`config.mk`:
```
export PLATFORM = sky130hd
export DESIGN_NAME = chunked_serial_adder
export DESIGN_NICKNAME = d
export VERILOG_FILES = /design/src/rtl/adder_pkg.sv /design/src/rtl/ripple_slice.sv /design/src/rtl/chunked_serial_adder.sv
export SDC_FILE = /design/constraint.sdc
export NUM_CORES = 1
export LEC_CHECK = 0
export CORE_MARGIN = 1
export CORE_UTILIZATION = 50
export DETAILED_ROUTE_END_ITERATION = 8
export PLACE_DENSITY = 0.79
export SLEW_MARGIN = 20
export SYNTH_ARGS = -nofsm -noshare
export SYNTH_HDL_FRONTEND = slang
export SYNTH_SLANG_ARGS = --single-unit
```
`constraint.sdc`:
```
create_clock -name clk -period 2.55 [get_ports clk]
set_input_delay 0.765 -clock clk [delete_from_list [all_inputs] [get_ports clk]]
set_output_delay 0.765 -clock clk [all_outputs]
set_load 0.03 [all_outputs]
```
`src/rtl/adder_pkg.sv`:
```
// Shared definitions for the chunked serial adder: controller state encoding
// and helpers that size the chunk counter from the operand/slice widths.
package adder_pkg;

    typedef enum logic [1:0] {
        ST_IDLE = 2'd0,
        ST_RUN  = 2'd1,
        ST_DONE = 2'd2
    } state_t;

    // Number of slices needed to cover one operand.
    function automatic int calc_nchunk(input int width, input int chunk);
        return width / chunk;
    endfunction

    // Chunk counter width; at least one bit even for a single-slice run.
    function automatic int calc_idx_w(input int nchunk);
        return (nchunk <= 1) ? 1 : $clog2(nchunk);
    endfunction

endpackage

```
`src/rtl/ripple_slice.sv`:
```
// CHUNK-bit combinational ripple adder reused once per cycle by the serial
// adder. Also exposes the carry into its top bit so the caller can derive
// signed overflow on the most significant slice.
module ripple_slice #(
    parameter int CHUNK = 4
) (
    input  logic [CHUNK-1:0] a,
    input  logic [CHUNK-1:0] b,
    input  logic             cin,
    output logic [CHUNK-1:0] sum,
    output logic             cout,
    output logic             c_msb_in
);

    logic [CHUNK:0] w_c;

    // Bit-by-bit ripple of the carry through the slice.
    always_comb begin
        w_c    = '0;
        sum    = '0;
        w_c[0] = cin;
        for (int unsigned i = 0; i < CHUNK; i++) begin
            sum[i]   = a[i] ^ b[i] ^ w_c[i];
            w_c[i+1] = (a[i] & b[i]) | (w_c[i] & (a[i] ^ b[i]));
        end
    end

    assign cout     = w_c[CHUNK];
    assign c_msb_in = w_c[CHUNK-1];

endmodule

```
`src/rtl/chunked_serial_adder.sv`:
```
// Multi-cycle adder/subtractor: one CHUNK-bit slice per clock, with
// valid/ready handshakes on both sides and fully registered outputs.
module chunked_serial_adder
    import adder_pkg::*;
#(
    parameter int WIDTH = 16,
    parameter int CHUNK = 4
) (
    input  logic             clk,
    input  logic             rst,
    input  logic             in_valid,
    output logic             in_ready,
    input  logic [WIDTH-1:0] a,
    input  logic [WIDTH-1:0] b,
    input  logic             cin,
    input  logic             sub,
    output logic             out_valid,
    input  logic             out_ready,
    output logic [WIDTH-1:0] sum,
    output logic             cout,
    output logic             ovf
);

    localparam int NCHUNK = calc_nchunk(WIDTH, CHUNK);
    localparam int IW     = calc_idx_w(NCHUNK);
    localparam logic [IW-1:0] IDX_LAST = IW'(NCHUNK - 1);

    if (WIDTH < 2 || CHUNK < 1 || (WIDTH % CHUNK) != 0) begin : g_param_err
        $error("chunked_serial_adder: WIDTH must be >= 2 and a multiple of CHUNK");
    end

    state_t           r_state;
    logic [WIDTH-1:0] r_a;
    logic [WIDTH-1:0] r_b;
    logic             r_carry;
    logic [IW-1:0]    r_idx;
    logic [WIDTH-1:0] r_sum;
    logic             r_cout;
    logic             r_ovf;
    logic             r_in_ready;
    logic             r_out_valid;

    logic [CHUNK-1:0]       w_sl_sum;
    logic                   w_sl_cout;
    logic                   w_sl_cmsb;
    logic [WIDTH+CHUNK-1:0] w_sum_cat;
    logic [WIDTH-1:0]       w_sum_shift;

    ripple_slice #(.CHUNK(CHUNK)) u_slice (
        .a        (r_a[CHUNK-1:0]),
        .b        (r_b[CHUNK-1:0]),
        .cin      (r_carry),
        .sum      (w_sl_sum),
        .cout     (w_sl_cout),
        .c_msb_in (w_sl_cmsb)
    );

    // Concatenate-then-select keeps the shift legal when CHUNK == WIDTH.
    assign w_sum_cat   = {w_sl_sum, r_sum};
    assign w_sum_shift = w_sum_cat[WIDTH+CHUNK-1:CHUNK];

    // Controller and datapath: capture, per-slice accumulate, hold result.
    always_ff @(posedge clk) begin
        if (rst) begin
            r_state     <= ST_IDLE;
            r_in_ready  <= 1'b1;
            r_out_valid <= 1'b0;
            r_sum       <= '0;
            r_cout      <= 1'b0;
            r_ovf       <= 1'b0;
            r_idx       <= '0;
            r_a         <= '0;
            r_b         <= '0;
            r_carry     <= 1'b0;
        end else begin
            case (r_state)
                ST_IDLE: begin
                    if (in_valid) begin
                        r_a        <= a;
                        r_b        <= sub ? ~b : b;
                        r_carry    <= sub ? 1'b1 : cin;
                        r_idx      <= '0;
                        r_state    <= ST_RUN;
                        r_in_ready <= 1'b0;
                    end
                end
                ST_RUN: begin
                    r_sum   <= w_sum_shift;
                    r_a     <= r_a >> CHUNK;
                    r_b     <= r_b >> CHUNK;
                    r_carry <= w_sl_cout;
                    r_idx   <= r_idx + 1'b1;
                    if (r_idx == IDX_LAST) begin
                        r_state     <= ST_DONE;
                        r_out_valid <= 1'b1;
                        r_cout      <= w_sl_cout;
                        r_ovf       <= w_sl_cout ^ w_sl_cmsb;
                    end
                end
                ST_DONE: begin
                    if (out_ready) begin
                        r_out_valid <= 1'b0;
                        r_in_ready  <= 1'b1;
                        r_state     <= ST_IDLE;
                    end
                end
                default: begin
                    r_state     <= ST_IDLE;
                    r_in_ready  <= 1'b1;
                    r_out_valid <= 1'b0;
                end
            endcase
        end
    end

    assign in_ready  = r_in_ready;
    assign out_valid = r_out_valid;
    assign sum       = r_sum;
    assign cout      = r_cout;
    assign ovf       = r_ovf;

endmodule

```
==> metrics.yaml, run 1 <==
outcome: "finished clean"
place_ws_ns: 0.310
area_growth_pct: 30.6
core_mm2: 0.00507
synthCells: 288
n_antenna_cell: 0
drive_gt1_share_pct: 11.8
port_buffers: 57
clk_pin_slew_ns: 0.06
slowest_stage: "fa_1"
crit_arrival_ns: 2.44
synth_top_area_cell: "dfxtp_1"
post-route-period-util_pct: 85.4
syn_avg_cell_area_um2: 9.12
post-route-cell-area_mm2: 0.00343
grt_use_total_pct: 21.7
final_nets: 384
crit_chain: "fa_1 -> inv_1 -> fa_1 -> inv_1 -> fa_1 -> inv_1 -> fa_1 -> xnor2_1 -> nand3_1 -> a21oi_1"
cts.sinks: 57
cts_tree: "built"
critPathRequiredTime_ns: 2.81
crit_family: "adder cells"
startpoint: "r_a[0]"
finalHoldViolations: 0
drv_cap: 0
path_buf_inv: 3
slowest_delay_ns: 0.42
power_mw: 2.16
critPathLaunchType: "flip-flop"
rsz0062_at_grt: "false"
synth.most_common_cell: "dfxtp_1"
drv_slew: 0
ys.flop_type: "dfxtp_1"
ys_ff_latch: 57
crit_cells: 10
place_congestion: 0.763
peakVddDrop_v: 0.000423
fill_cells: 438
wl_per_cell_um: 12.8
placed_area_mm2: 0.00324
h-tree-depth: 3
routed_wl_um: 5300
worst_pin_slew_ns: 0.492
timing.fmax_mhz: 459
viasPerCell: 5.17
ctsLongestPathBuffers: 2
hold_class: "flip-flop to flip-flop"
worstPathMaxFanout: 3
final_util_pct: 67.6
post-dp-hpwl_um: 3650
tns_ns: 0
synth.top_cell.area_share_pct: 43.4
numCtsBuffers: 9
root_buffer: "clkbuf_8"
regToRegStartpoint: "r_a[0]"
cts_hold_buffers: 0
drtIter0Drc: 81
post_cts_buffers: 0
grt_max_degree: 37
rows: 26
via_count: 2151
antenna_found_initial: 0
synth_nets: 331
drc_errors: 0
synth_common_cells: "57 x dfxtp_1, 33 x a21oi_1, 31 x nand2_1, 26 x nor2_1, 21 x a22oi_1"
yosys-top-cells-area: "dfxtp_1 43%, a21oi_1 6.3%, a22oi_1 6.0%"
synth_edf_count: 0
cts_resized: 0
syn-cell-area_mm2: 0.00263
endpoint_kind: "flip-flop"
fin_ws_ns: 0.373
synth-async-reset-ratio_pct: 0
p_leak_nw: 1.24
maxSlewHeadroom_pct: 67.2
yosys_warnings: 0
fin_skew_ns: 0.00597
drtAntennaViolNets: 0
setup_viol: 0
dieWidth_um: 74.5
drt_pass1_iterations: 4
grt_pass1_vias: 2025
ys_types: 36
seq_area_frac_synth_pct: 43.4
clk_latency_ns: 0.33
grt_pass1_wl_um: 8950
ios: 58
grt-ovfl-total: 0
period_minus_slack_ns: 2.18
dieHeight_um: 74.5
reg2reg_to: "ovf"
cp-endpoint: "ovf"
cp_common_cell: "fa_1"
power.density_mw_per_mm2: 630
reg2reg_slack_ns: 0.37
setup.worst_path.class: "flip-flop to flip-flop"
r2r_cells: 10
start_util_pct: 51.8
dieArea_mm2: 0.00555
logic make-up (layout without fill, tap and decap cells):
family / count (synthesis) / after routing / synth area share [%]
flip-flops: 57 / 57 / 43.4
multiplexers: 1 / 1 / 0.381
XOR/XNOR: 17 / 17 / 5.67
AO/OA/AOI/OAI: 75 / 75 / 20.4
adder cells (fa/ha/maj): 5 / 5 / 3.53
buffers and inverters: 32 / 90 / 6.19
AND/OR/NAND/NOR: 101 / 101 / 20.3
state kept, by name (all words and copies together), names as in the netlist:
| name | cells |
|---|---|
| r_carry | 1 |
| out_valid | 1 |
| in_ready | 1 |
| sum | 16 |
| r_a | 16 |
| r_b | 16 |
| r_state | 2 |
| r_idx | 2 |
| ovf | 1 |
| cout | 1 |
power breakdown:
group	internal (mW)	total [mW]	switching (mW)
logic	0.184	0.363	0.178
registers	0.949	0.987	0.0373
clock network	0.475	0.812	0.336
per-stage QoR:
step	instances	hold WS (ns)
detailed placement	400	0.445
finish	416	0.453
CTS	416	0.454
global route	416	0.479
floorplan	288	0.461
global placement	400	0.441
worst min-delay path by stage:
| stage | cells after the start | end | startpoint |
|---|---|---|---|
| 2_1_floorplan | 2 | r_a[9] | r_a[9] |
| 3_3_place_gp | 2 | sum[2] | sum[2] |
| 3_5_place_dp | 2 | sum[3] | sum[3] |
| 4_1_cts | 2 | sum[3] | sum[3] |
| 5_1_grt | 2 | sum[1] | sum[1] |
| 6_report | 2 | sum[3] | sum[3] |
cells in the final DEF (no fill, tap or decap), types with 2 or more instances in the layout:
| cell type | synthesis | final |
|---|---|---|
| or2b_1 | 5 | 5 |
| clkbuf_8 | 0 | 10 |
| a211oi_1 | 4 | 4 |
| buf_4 | 4 | 7 |
| nand2b_1 | 9 | 9 |
| nor3_1 | 11 | 11 |
| xor2_1 | 4 | 4 |
| buf_12 | 0 | 2 |
| or3b_1 | 10 | 10 |
| o22ai_2 | 10 | 10 |
| a21oi_1 | 33 | 33 |
| clkbuf_1 | 8 | 3 |
| dfxtp_1 | 57 | 57 |
| nand2_1 | 31 | 31 |
| or3b_2 | 2 | 2 |
| a22oi_1 | 21 | 21 |
| inv_1 | 8 | 8 |
| o22ai_1 | 2 | 2 |
| nor2_1 | 26 | 26 |
| clkinv_2 | 0 | 2 |
| xnor2_1 | 13 | 13 |
| fa_1 | 4 | 4 |
| clkdlybuf4s50_1 | 0 | 56 |
tightest hold or removal path: cells and delay by family (launching register included):
family | cells | cell delay, ns
flops | 1 | 0.31
simple gates | 1 | 0.05
compound gates | 1 | 0.05
layout make-up:
cell class                 instances  area, µm²  share of cell area, %
clock buffer                      13        149                   4.34
clock inverter                     3       40.0                   1.17
inverter                           8       30.0                  0.875
multi-input combinational        199       1330                   38.6
sequential                        57       1140                   33.3
tap                               70       87.6                   2.55
timing repair buffer              66        658                   19.2
per-layer routing:
metal  up-vias  global-route usage [%]  part of all wire [%]  wire [µm]
met2        54                    35.0                    49       2630
met1       996                    27.0                    45       2360
met4         0                    12.6                   1.5         81
met3         7                    4.07                   4.4        233
met5         -                       0                     0          0
li1       1094                       -                     -          -
Note: power is estimated with default switching activity, not from simulation.
==> run 2, diff against run 1 <==
Settings changed: CELL_PAD_IN_SITES_DETAIL_PLACEMENT set to 1, CELL_PAD_IN_SITES_GLOBAL_PLACEMENT set to 2, CORE_UTILIZATION 50 to 31, CTS_BUF_LIST set to sky130_fd_sc_hd__clkbuf_2, PLACE_DENSITY 0.79 to not set, PLACE_DENSITY_LB_ADDON set to 0.1.
==> run 2 against run 1 <==
Die area rose by 59%. Global-route usage fell by 5.8 points. Non-clock buffer count fell by 2. Critical endpoint is now sum[6]. Core utilization fell by 26 points. Worst setup slack got worse by 0.18 ns. Register-to-register slack got worse by 0.08 ns. Critical path depth fell by 9. Fmax fell by 7.6%. Via count rose by 0.79%. Largest cell class unchanged.
==> metrics.yaml, run 2 (synthesis results as in run 1) <==
drt_pass1_iterations: 4  # unchanged
setup.worst_path.class: "flip-flop to output pin"
area_growth_pct: 30.3
critPathLaunchType: "flip-flop"
grt_pass1_vias: 2081  # +2.8%
power.share.clock_pct: 35.9  # -1.7 points
critPathRequiredTime_ns: 1.79  # -1.02 ns
setup_viol: 0  # unchanged
hold_class: "flip-flop to flip-flop"
crit_arrival_ns: 1.59  # -0.85 ns
rows: 33  # +27%
power.density_mw_per_mm2: 616  # -2.2%
period_minus_slack_ns: 2.36  # +0.179 ns
n_antenna_cell: 0  # unchanged
h-tree-depth: 3  # unchanged
p_switching_mw: 0.558  # +0.99%
worst_pin_slew_ns: 0.657  # +0.165 ns
clk_latency_ns: 0.48  # +0.15 ns
power_mw: 2.11  # -2.4%
layout_common_cells: "57 x dfxtp_1, 56 x clkdlybuf4s50_1, 33 x a21oi_1"
drtAntennaViolNets: 0  # unchanged
post-route-period-util_pct: 92.4  # +7.0 points
grt-ovfl-total: 0  # unchanged
endpoint_kind: "output pin"
routed_wl_um: 6290  # +19%
place_congestion: 0.668  # -12%
antenna_found_initial: 0  # unchanged
drive_gt1_share_pct: 11.9  # +0.069 points
fin_ws_ns: 0.193  # -0.179 ns
dieArea_mm2: 0.00884  # +59%
port_buffers: 57  # unchanged
post_cts_buffers: 0  # unchanged
via_count: 2168  # +0.79%
crit_family: "buffers and inverters"
maxSlewHeadroom_pct: 56.1  # -11 points
cts.sinks: 57  # unchanged
drv_slew: 0  # unchanged
timing.fmax_mhz: 424  # -7.6%
finalHoldViolations: 0  # unchanged
drc_errors: 0  # unchanged
ctsLongestPathBuffers: 2  # unchanged
wl_per_cell_um: 14.0  # +9.8%
grt_use_total_pct: 15.9  # -5.8 points
slowest_stage: "clkdlybuf4s50_1"
combinationalPowerShare_pct: 17.2  # +0.4 points
path_buf_inv: 1  # -2
post-route-cell-area_mm2: 0.00342  # -0.26%
outcome: "finished clean"
start_util_pct: 32.0  # -20 points
worstPathMaxFanout: 3  # unchanged
cts_resized: 0  # unchanged
clk_pin_slew_ns: 0.17  # +0.11 ns
crit_chain: "clkdlybuf4s50_1"
drtIter0Drc: 36  # -56%
fin_skew_ns: 0.0252  # +0.0192 ns
slowest_delay_ns: 0.69  # +0.27 ns
dieWidth_um: 94.0  # +26%
cts_tree: "built"
grt_max_degree: 43  # +16%
rsz0062_at_grt: "false"
grt_pass1_wl_um: 10500  # +18%
dieHeight_um: 94.0  # +26%
post-dp-hpwl_um: 4360  # +19%
placed_area_mm2: 0.00326  # +0.50%
cts_hold_buffers: 0  # unchanged
place_ws_ns: -0.0718  # -0.381 ns
p_leak_nw: 1.22  # -1.7%
drv_cap: 0  # unchanged
viasPerCell: 4.83  # -6.6%
intPower_mw: 1.55  # -3.6%
switching_share_pct: 26.4  # +0.90 points
core_mm2: 0.00822  # +62%
p_seq_share_pct: 46.9  # +1.2 points
final_common_cell: "dfxtp_1"
final_nets: 382  # -0.52%
peakVddDrop_v: 0.000242  # -43%
ios: 58  # unchanged
root_buffer: "clkbuf_2"
numCtsBuffers: 9  # unchanged
run 2: area by class of cell:
cell class	count	area (µm²)
Fill cell	977	4790
Clock buffer	10	50.0
Multi-Input combinational cell	199	1330
Inverter	8	30.0
Clock inverter	6	106
Tap cell	105	131
Timing Repair Buffer	64	631
Sequential cell	57	1140
run 2: path summary, 6_finish.rpt:
| kind | slack (ns) | depth (start not counted) | startpoint | end |
|---|---|---|---|---|
| max | 0.19 | 1 | sum[6] | sum[6] |
| min | 0.47 | 2 | sum[1] | sum[1] |
| max reg2reg | 0.29 | 8 | r_a[0] | sum[15] |
| min reg2reg | 0.47 | 2 | sum[1] | sum[1] |
run 2: power groups by stage:
stage | logic (mW) | registers, mW | clock network [mW]
floorplan | 0.228 | 1.01 | 0
global placement | 0.366 | 1.01 | 0
detailed placement | 0.370 | 1.01 | 0
CTS | 0.370 | 0.990 | 0.787
global route | 0.405 | 0.998 | 0.813
finish | 0.362 | 0.989 | 0.757
run 2: metrics by stage:
stage	hold WS [ns]	util [%]	std cells	setup TNS (ns)
floorplan	0.461	-	288	0
global placement	0.443	39.7	433	-0.348
detailed placement	0.449	39.7	433	-0.715
CTS	0.470	41.6	449	0
global route	0.485	41.6	449	0
finish	0.466	41.6	449	0
run 2: routing by layer:
| metal | up-vias | wire, µm | GRT usage (%) |
|---|---|---|---|
| met2 | 39 | 3160 | 26.3 |
| met4 | 0 | 60 | 4.23 |
| met5 | - | 0 | 0 |
| met3 | 5 | 192 | 5.34 |
| li1 | 1095 | - | - |
| met1 | 1029 | 2880 | 19.5 |
